<file path="src/rtl/pipe_stage_buf.sv">
// Inter-stage pipeline register with valid/ready handshake and a 2-entry skid buffer.
// in_ready is decoded from registered state only, so back-pressure never forms a combinational path.
module pipe_stage_buf #(
  parameter int DATA_W      = 32,
  parameter int CTRL_W      = 13,
  parameter bit ZERO_BUBBLE = 1'b1,
  parameter int CNT_W       = 16
) (
  input  logic              clk,
  input  logic              rst_n,
  input  logic              flush,
  input  logic              in_valid,
  output logic              in_ready,
  input  logic [DATA_W-1:0] in_data,
  input  logic [CTRL_W-1:0] in_ctrl,
  output logic              out_valid,
  input  logic              out_ready,
  output logic [DATA_W-1:0] out_data,
  output logic [CTRL_W-1:0] out_ctrl,
  output logic              fwd_valid,
  output logic [1:0]        occupancy,
  output logic [CNT_W-1:0]  stall_cnt
);

  typedef enum logic [1:0] {
    EMPTY = 2'd0,
    ONE   = 2'd1,
    FULL  = 2'd2
  } state_t;

  state_t              state_r, state_s;
  logic [DATA_W-1:0]   head_data_r, head_data_s, skid_data_r, skid_data_s;
  logic [CTRL_W-1:0]   head_ctrl_r, head_ctrl_s, skid_ctrl_r, skid_ctrl_s;
  logic [CNT_W-1:0]    stall_cnt_r;
  logic                in_fire_s, out_fire_s, valid_s;

  assign valid_s    = (state_r != EMPTY);
  assign in_ready   = (state_r != FULL);
  assign out_valid  = valid_s;
  assign fwd_valid  = valid_s;
  assign in_fire_s  = in_valid & (state_r != FULL);
  assign out_fire_s = valid_s & out_ready;
  assign stall_cnt  = stall_cnt_r;

  // Next-state and storage update; the skid slot always holds the younger entry.
  always_comb begin
    state_s     = state_r;
    head_data_s = head_data_r;
    head_ctrl_s = head_ctrl_r;
    skid_data_s = skid_data_r;
    skid_ctrl_s = skid_ctrl_r;
    if (flush) begin
      state_s     = EMPTY;
      head_data_s = {DATA_W{1'b0}};
      head_ctrl_s = {CTRL_W{1'b0}};
      skid_data_s = {DATA_W{1'b0}};
      skid_ctrl_s = {CTRL_W{1'b0}};
    end else begin
      case (state_r)
        EMPTY: begin
          if (in_fire_s) begin
            state_s     = ONE;
            head_data_s = in_data;
            head_ctrl_s = in_ctrl;
          end else begin
            state_s = EMPTY;
          end
        end
        ONE: begin
          if (in_fire_s && out_fire_s) begin
            head_data_s = in_data;
            head_ctrl_s = in_ctrl;
          end else if (in_fire_s) begin
            state_s     = FULL;
            skid_data_s = in_data;
            skid_ctrl_s = in_ctrl;
          end else if (out_fire_s) begin
            state_s = EMPTY;
          end else begin
            state_s = ONE;
          end
        end
        FULL: begin
          if (out_fire_s) begin
            state_s     = ONE;
            head_data_s = skid_data_r;
            head_ctrl_s = skid_ctrl_r;
          end else begin
            state_s = FULL;
          end
        end
        default: state_s = EMPTY;
      endcase
    end
  end

  // State and entry storage registers.
  always_ff @(posedge clk or negedge rst_n) begin
    if (!rst_n) begin
      state_r     <= EMPTY;
      head_data_r <= {DATA_W{1'b0}};
      head_ctrl_r <= {CTRL_W{1'b0}};
      skid_data_r <= {DATA_W{1'b0}};
      skid_ctrl_r <= {CTRL_W{1'b0}};
    end else begin
      state_r     <= state_s;
      head_data_r <= head_data_s;
      head_ctrl_r <= head_ctrl_s;
      skid_data_r <= skid_data_s;
      skid_ctrl_r <= skid_ctrl_s;
    end
  end

  // Saturating stall counter; survives flush so stall statistics span redirects.
  always_ff @(posedge clk or negedge rst_n) begin
    if (!rst_n) begin
      stall_cnt_r <= {CNT_W{1'b0}};
    end else if (valid_s && !out_ready && (stall_cnt_r != {CNT_W{1'b1}})) begin
      stall_cnt_r <= stall_cnt_r + {{(CNT_W-1){1'b0}}, 1'b1};
    end else begin
      stall_cnt_r <= stall_cnt_r;
    end
  end

  // Head presentation; bubbles optionally forced to zero so they carry no write enables.
  always_comb begin
    out_data = head_data_r;
    out_ctrl = head_ctrl_r;
    if (ZERO_BUBBLE && !valid_s) begin
      out_data = {DATA_W{1'b0}};
      out_ctrl = {CTRL_W{1'b0}};
    end else begin
      out_data = head_data_r;
      out_ctrl = head_ctrl_r;
    end
  end

  // Entry count derived from the state register.
  always_comb begin
    occupancy = 2'd0;
    case (state_r)
      EMPTY:   occupancy = 2'd0;
      ONE:     occupancy = 2'd1;
      FULL:    occupancy = 2'd2;
      default: occupancy = 2'd0;
    endcase
  end

endmodule

</file>
<file path="config.mk">
export PLATFORM = sky130hd
export DESIGN_NAME = pipe_stage_buf
export DESIGN_NICKNAME = d
export VERILOG_FILES = /design/src/rtl/pipe_stage_buf.sv
export SDC_FILE = /design/constraint.sdc
export NUM_CORES = 1
export LEC_CHECK = 0
export BUFFER_PORTS_ARGS = -buffer_cell sky130_fd_sc_hd__buf_2
export CAP_MARGIN = 0
export CORE_MARGIN = 1
export CORE_UTILIZATION = 54
export DETAILED_ROUTE_END_ITERATION = 8
export GPL_TIMING_DRIVEN = 0
export MAX_ROUTING_LAYER = met4
export PLACE_DENSITY = 0.8
export SKIP_CTS_REPAIR_TIMING = 1
export SYNTH_ARGS = -nofsm -noshare
export SYNTH_HDL_FRONTEND = slang
export SYNTH_SLANG_ARGS = --single-unit
</file>
<file path="constraint.sdc">
create_clock -name clk -period 2.1 [get_ports clk]
set_input_delay 0 -clock clk [delete_from_list [all_inputs] [get_ports clk]]
set_output_delay 0 -clock clk [all_outputs]
set_load 0.1 [all_outputs]
</file>
# == Word-level counts from Yosys, hierarchy flattened ==
# Index checks and enable logic that the tools add are counted.
# op_classes
add_sub_neg,1
eq_ne,9
n_mux,26
bitwise,2
n_reduce_logical,11
# op_table
cell,count
two-way mux 32 bit,8
two-way mux 13 bit,8
case mux 32 bit (3 select lines),1
case mux 13 bit (3 select lines),1
adder 16 x 1 -> 16 bit (second input constant),1
!= test 16 bit (second input constant),1
!= test 3 bit (second input constant),4
two-way mux 2 bit,4
case mux 2 bit (3 select lines),1
nonzero test 2 bit,3
!= test 2 bit (second input constant),2
case mux 2 bit (2 select lines),1
AND reduction 4 bit,1
nonzero test 4 bit,1
logical AND 1 bit,3
AND reduction 3 bit,1
bitwise AND 1 bit,2
== test 2 x 1 -> 1 bit (second input constant),1
== test 2 bit (second input constant),1
logical NOT 2 bit,1
two-way mux 1 bit,2
logical NOT 1 bit,1
# totals
reg_bits,108
in_bits,50
word_cells,55

# == Logic depth before layout (Yosys ltp) ==
# Gate-level depths: netlist (run 1).
# logic_depth
word_depth,7
mapped_depth,7

# == Worst setup path before layout (run 1) ==
# No wires, ideal clock.
# synth_timing
kind,register to register
from,register stall_cnt_r[0] (netlist: stall_cnt[0])
to,register stall_cnt_r[13] (netlist: stall_cnt[13])
arrival_ns,2.278
required_ns,1.940
slack_ns,-0.338
path_stages_with_launch,7
n_path_buf,1
period_less_slack_ns,2.438
cell_sequence,dfrtp_1 > ha_1 > nand4_1 > o41a_1 > buf_4 > nand4_1 > xnor2_1
# synth_via
elab_chain_len,2
# synth_lines
element,line,rtl
from (decl),34,logic [CNT_W-1:0] stall_cnt_r;
from (signal assigned),117,stall_cnt_r <= {CNT_W{1'b0}};
from (signal assigned),119,"stall_cnt_r <= stall_cnt_r + {{(CNT_W-1){1'b0}}, 1'b1};"
from (signal assigned),121,stall_cnt_r <= stall_cnt_r;
branches (longest 2 deep; another with adder 16 x 1 -> 16 bit),n/a,
# Several ways; the timed one is not identified.
# A chain may end at the register's enable or synchronous reset.

# == Worst setup path in the final report (run 1) ==
# layout_timing
from,register state_r[0]
to,output port occupancy[1]
# layout_via
elab_chain_len,2
# layout_lines
element,line,rtl
from (decl),31,"state_t state_r, state_s;"
from (signal assigned),106,state_r <= state_s;
== test 2 bit or == test 2 x 1 -> 1 bit (tied branches),141,case (state_r)
case mux 2 bit (2 select lines) (*),141,
to (decl),21,"output logic [1:0] occupancy,"
# Every way passes the cells marked *; elsewhere a longest branch is shown, timed or not.

==> results of run 1 <==
[routing by layer]
metal | up-vias | track usage (%) | wire (µm)
li1 | 2060 | - | -
met4 | 0 | 7.34 | 106
met1 | 2157 | 37.0 | 5570
met5 | - | - | 0
met3 | 8 | 4.60 | 650
met2 | 138 | 43.1 | 6440
[where the power goes]
group	leakage (nW)	switching (mW)	internal [mW]	total (mW)
Clock	0.0954	0.697	0.580	1.28
Sequential	1.44	0.122	2.24	2.36
Combinational	1.56	1.13	0.364	1.49
[stage by stage]
step           hold slack (ns)  cell area (µm²)  TNS, ns  power, mW  utilization [%]
6_report                0.0949             6380        0       5.13             72.5
4_1_cts                 -0.354             5890   -11.82       5.07             66.9
3_3_place_gp             0.232             5660   -15.22       3.77             64.3
3_5_place_dp            0.0490             5690  -0.0673       3.82             64.7
5_1_grt                 0.0995             6380        0       5.32             72.5
2_1_floorplan           -0.296             4960    -1.86       3.48                -
[synthesized netlist by cell type (2+ instances only)]
| library cell | n | area (µm²) |
|---|---|---|
| dfrtp_1 | 108 | 2700 |
| nand2_1 | 97 | 364 |
| nor2_1 | 52 | 195 |
| nor2b_1 | 48 | 300 |
| a22o_1 | 45 | 394 |
| a311oi_1 | 45 | 394 |
| buf_2 | 17 | 85.1 |
| clkbuf_1 | 17 | 63.8 |
| xnor2_1 | 13 | 114 |
| nand4_1 | 10 | 62.6 |
| buf_4 | 6 | 45.0 |
| nand3_1 | 6 | 30.0 |
| and3_1 | 2 | 12.5 |
| inv_1 | 2 | 7.51 |
| nand3b_1 | 2 | 15.0 |
| nor4_1 | 2 | 12.5 |
[logic make-up after synthesis]
group	count (synthesis)	share of synthesized area, %
AND/OR/NAND/NOR	223	20.6
adder cells (fa/ha/maj)	1	0.253
AO/OA/AOI/OAI	98	17.3
multiplexers	2	0.430
XOR/XNOR	14	2.48
flip-flops	108	54.7
buffers and inverters	43	4.18
[sequential cells by signal, summed over array words and instances (netlist names)]
signal and cells:
skid_data_r 32, stall_cnt 16, state_r 2, skid_ctrl_r 13, head_data_r 32, head_ctrl_r 13
[worst max-delay path by stage]
stage	cells after the start	slack (ns)	from	to
6_report	5	0.11	state_r[0]	occupancy[1]
5_1_grt	6	0.007	state_r[0]	head_data_r[20]
4_1_cts	6	-0.48	state_r[0]	out_valid
3_5_place_dp	6	-0.07	state_r[0]	out_valid
3_3_place_gp	1	-0.31	rst_n	stall_cnt[9]
2_1_floorplan	4	-0.05	state_r[0]	out_ctrl[10]
[worst register-to-register path, stage by stage (launching register included)]
cell and delay (ns):
dfrtp_1 0.38, clkbuf_2 0.19, nor2b_1 0.19, o21ai_2 0.39, buf_2 0.32, nor2_1 0.08
a311oi_1 0.28
[cell type report]
cell class / instances / area share, %
Clock buffer: 11 / 2.21
Clock inverter: 4 / 0.804
Tap cell: 108 / 2.12
Buffer: 41 / 3.25
Inverter: 2 / 0.118
Timing Repair Buffer: 162 / 16.8
Sequential cell: 108 / 42.6
Multi-Input combinational cell: 338 / 32.1
==> impl_metrics.py, run 1 <==
metrics = {
    "hold_path": {
        "holdPathEnd": "state_r[1]",
        "hold_depth": 3,
        "hold_path.class": "input pin to flip-flop",
        "hold_start": "in_valid",
    },
    "floorplan": {
        "initial_utilization_pct": 56.1,
        "die_w_um": 97.7,
        "io_pins": 116,
        "die_area_um2": 9540,
        "fp-row-count": 34,
        "core_um2": 8810,
        "die_h_um": 97.7,
    },
    "job": {
        "drv_cap": 0,
    },
    "critical_path": {
        "worstPathCellList": "clkbuf_2 > nor2b_1 > buf_2 > buf_2 > clkbuf_4",
        "path_delay_family": "buffers and inverters",
        "path_buf_inv": 4,
        "cp.required_ns": 2.10,
        "cp_slowest_cell": "dfrtp_1",
        "worstSetupPathType": "flip-flop to output port",
        "arrival_ns": 1.99,
        "path_max_fanout": 10,
        "cp-end-kind": "output port",
        "cp-start-kind": "flip-flop",
        "r2r_start": "state_r[0]",
        "reg2reg_depth": 6,
        "r2r-end": "head_data_r[16]",
        "critPathMaxStageDelay_ns": 0.38,
        "cpMostUsedCell": "buf_2",
        "rrSetupSlack_ns": 0.16,
    },
    "detailed_routing": {
        "dr.pass1.iters": 7,
        "wirelength_um": 12800,
        "drtIter0Drc": 231,
        "drtAntennaViolNets": 0,
        "avgViaCountPerCell": 5.64,
        "vias": 4363,
        "post-route-drc-count": 14,
        "wl_per_cell_um": 16.5,
    },
    "timing": {
        "fin_ws_ns": 0.108,
        "clock.fmax_ghz": 0.502,
        "hold_viol_final": 0,
        "relSlewSlack_pct": 59.6,
        "rsz0062_at_grt": "no",
        "tightest_slew_ns": 0.606,
        "finalCriticalPeriod_ns": 1.99,
        "setup_viol": 0,
        "min_period_over_period_pct": 94.9,
        "fin_skew_ns": 0.0114,
        "finalMaxSlewViolations": 0,
    },
    "clock_tree": {
        "clock-sinks": 108,
        "cts_root_buf": "clkbuf_8",
        "clk_pin_slew_ns": 0.09,
        "cts_tree": "yes",
        "insertion_delay_ns": 0.36,
        "cts_buffers": 9,
        "cts_buffer_depth": 2,
        "htreeDepth": 3,
    },
    "logic_synthesis": {
        "syn_inst": 489,
        "yosys_warnings": 0,
        "ys_types": 33,
        "synth_edf_count": 0,
        "synth_ff_type": "dfrtp_1",
        "syn_area_per_cell_um2": 10.1,
        "syn-num-nets": 540,
        "synthArstFlopShare_pct": 100,
        "synth-seq-area-share_pct": 54.7,
        "ys_seq_elements": 108,
        "syn_area_um2": 4940,
    },
    "global_routing": {
        "grt_pass1_vias": 4072,
        "grt-ovfl-total": 0,
        "grt_usage_pct": 27.3,
        "grt_pass1_wl_um": 19900,
        "grt_max_degree": 63,
        "antenna_found_initial": 0,
    },
    "layout": {
        "seqCellArea_um2": 2720,
        "antenna_cells": 0,
        "stdcell_count": 774,
        "layout_commonest_cell": "buf_2",
        "area_delta_synth_final_pct": 29.2,
        "layout_common_cells": "buf_2, nand2_1, dfrtp_1",
        "multi_input_area_um2": 2050,
        "num-fill-cells": 687,
        "layout.nets": 713,
        "drive_above_1_share_pct": 26.6,
    },
    "placed_design": {
        "dp_hpwl_um": 8420,
        "placedCellCount": 712,
        "io_buffers": 114,
        "pre_cts_ws_ns": -0.0673,
        "routabilityCongestion": 0.814,
    },
    "power_and_ir_drop": {
        "p_leak_nw": 3.10,
        "power_density_nw_per_um2": 803,
        "peakVddDrop_uv": 1220,
    },
    "status": {
        "violations": "DRC",
        "status": "finished, violations left",
    },
}
Note: power is estimated with default switching activity, not from simulation.
==> inputs of run 2 (changes only) <==
- CORE_UTILIZATION: 54 -> 55
- PLACE_DENSITY: 0.8 -> 0.86
- clock period: 2.1 -> 2.5 ns (I/O delays scaled with it)
==> run 2 against run 1 <==
  * Design area decreased by 0.53%
  * Die area down 1.8%
  * Clock skew grew 0.0021 ns
  * The run now ends clean
  * Largest power group unchanged
  * Critical endpoint is now out_valid
  * Setup slack improved by 0.0063 ns
  * Sequential power fell by 17%
  * Sequential share of layout area hardly changed
  * Highest routed layer unchanged
  * Combinational power is 16% lower
  * Count of clock-buffer cells in the layout is 2 lower
  * Core utilization rose by 0.32 points
  * Via count is 2.0% higher
==> impl_metrics.py, run 2 (same netlist as run 1, synthesis figures left out) <==
metrics = {
    "critical_path": {
        "cp.required_ns": 2.50,
        "path_buf_inv": 5,
        "critPathMaxStageDelay_ns": 0.46,
        "arrival_ns": 2.39,
        "worstSetupPathType": "flip-flop to output port",
        "rrSetupSlack_ns": 0.53,
        "path_max_fanout": 10,
        "r2r-end": "skid_data_r[29]",
        "worstPathCellList": "clkbuf_2 > nor2_2 > clkbuf_1 > inv_1 > buf_4 > buf_2",
        "cp-start-kind": "flip-flop",
        "r2r_start": "state_r[1]",
        "cp_slowest_cell": "clkbuf_1",
        "cp-end-kind": "output port",
        "reg2reg_depth": 5,
        "path_delay_family": "buffers and inverters",
    },
    "detailed_routing": {
        "wirelength_um": 12900,
        "drtIter0Drc": 242,
        "drtAntennaViolNets": 0,
        "dr.pass1.iters": 4,
        "wl_per_cell_um": 16.6,
        "avgViaCountPerCell": 5.74,
        "vias": 4452,
        "post-route-drc-count": 0,
    },
    "clock_tree": {
        "clk_pin_slew_ns": 0.10,
        "cts_buffers": 9,
        "htreeDepth": 3,
        "clock-sinks": 108,
        "cts_root_buf": "clkbuf_8",
        "insertion_delay_ns": 0.38,
        "cts_tree": "yes",
        "cts_buffer_depth": 2,
    },
    "layout": {
        "final_cell_area_um2": 6350,
        "seqCellArea_um2": 2700,
        "drive_above_1_share_pct": 24.1,
        "multi_input_area_um2": 2040,
        "num-fill-cells": 635,
        "layout_common_cells": "buf_2, dfrtp_1, nand2_1",
        "layout_commonest_cell": "buf_2",
        "area_delta_synth_final_pct": 28.5,
        "layout.nets": 713,
        "antenna_cells": 0,
    },
    "placed_design": {
        "pre_cts_ws_ns": 0.319,
        "io_buffers": 114,
        "routabilityCongestion": 0.843,
        "placed_area_um2": 5680,
        "dp_hpwl_um": 8440,
    },
    "floorplan": {
        "die_h_um": 96.8,
        "die_w_um": 96.8,
        "io_pins": 116,
        "die_area_um2": 9370,
        "initial_utilization_pct": 56.7,
        "core_um2": 8720,
        "fp-row-count": 34,
    },
    "timing": {
        "setup_viol": 0,
        "setup_tns_ns": 0,
        "finalCriticalPeriod_ns": 2.39,
        "fin_hold_ws_ns": 0.0188,
        "min_period_over_period_pct": 95.4,
        "rsz0062_at_grt": "no",
        "relSlewSlack_pct": 51.6,
        "finalMaxSlewViolations": 0,
        "fin_ws_ns": 0.114,
        "fin_skew_ns": 0.0135,
        "tightest_slew_ns": 0.725,
        "hold_viol_final": 0,
        "clock.fmax_ghz": 0.419,
    },
    "hold_path": {
        "hold_start": "in_valid",
        "hold_path.class": "input pin to flip-flop",
        "hold_depth": 3,
        "holdPathEnd": "state_r[1]",
    },
    "global_routing": {
        "grt-ovfl-total": 0,
        "grt_pass1_wl_um": 19600,
        "grt_pass1_vias": 4049,
        "grt_max_degree": 56,
        "grt_usage_pct": 26.7,
        "antenna_found_initial": 0,
    },
    "power_and_ir_drop": {
        "p_leak_nw": 3.09,
        "peakVddDrop_uv": 876,
        "power_density_nw_per_um2": 679,
    },
    "job": {
        "drv_cap": 0,
    },
    "status": {
        "status": "finished clean",
    },
}
-- run 2: cell count changes in the layout (fill, tap and decap cells not counted), sizes merged --
cell,change
buf,+1
clkbuf,-3
clkinv,-1
clkinvlp,+2
inv,+2
-- run 2: routing by layer --
metal	up-vias	routed length [µm]	track usage, %
li1	2063	-	-
met2	191	6400	42.8
met3	34	758	4.48
met5	-	0	-
met4	0	389	8.96
met1	2164	5350	35.0
-- run 2: report_power, final --
part	total [mW]	switching (mW)	internal [mW]
Sequential	1.97	0.103	1.87
Clock	1.09	0.623	0.469
Combinational	1.25	0.947	0.302
Total	4.31	1.67	2.64
-- run 2: through the flow --
stage	instances	util [%]	total power, mW
after floorplan	489	-	2.91
after global placement	711	64.8	3.16
after detailed placement	712	65.1	3.19
after CTS	728	67.4	4.25
after global routing	775	72.8	4.47
final	775	72.8	4.31
-- run 2: tightest hold or removal path, cell delays in order --
cell	delay (ns)
buf_2	0.12
nand3b_1	0.14
a211oi_1	0.09
-- run 2: final cells by class --
class | count | share of cell area, %
plain buffers | 41 | 3.13
clock buffers | 9 | 1.95
clock inverters | 7 | 1.18
inverters | 2 | 0.118
multi-input cells | 338 | 32.1
flip-flops and latches | 108 | 42.6
well taps | 108 | 2.13
repair buffers | 162 | 16.9
-- run 2: worst max-delay path by stage --
stage / start / to / slack [ns] / cells past startpoint
detailed placement: state_r[0] / out_valid / 0.32 / 6
global route: state_r[0] / out_valid / 0.03 / 6
floorplan: stall_cnt[0] / stall_cnt[13] / 0.06 / 6
CTS: state_r[0] / out_valid / -0.09 / 6
global placement: rst_n / stall_cnt[11] / 0.28 / 1
finish: state_r[0] / out_valid / 0.11 / 6
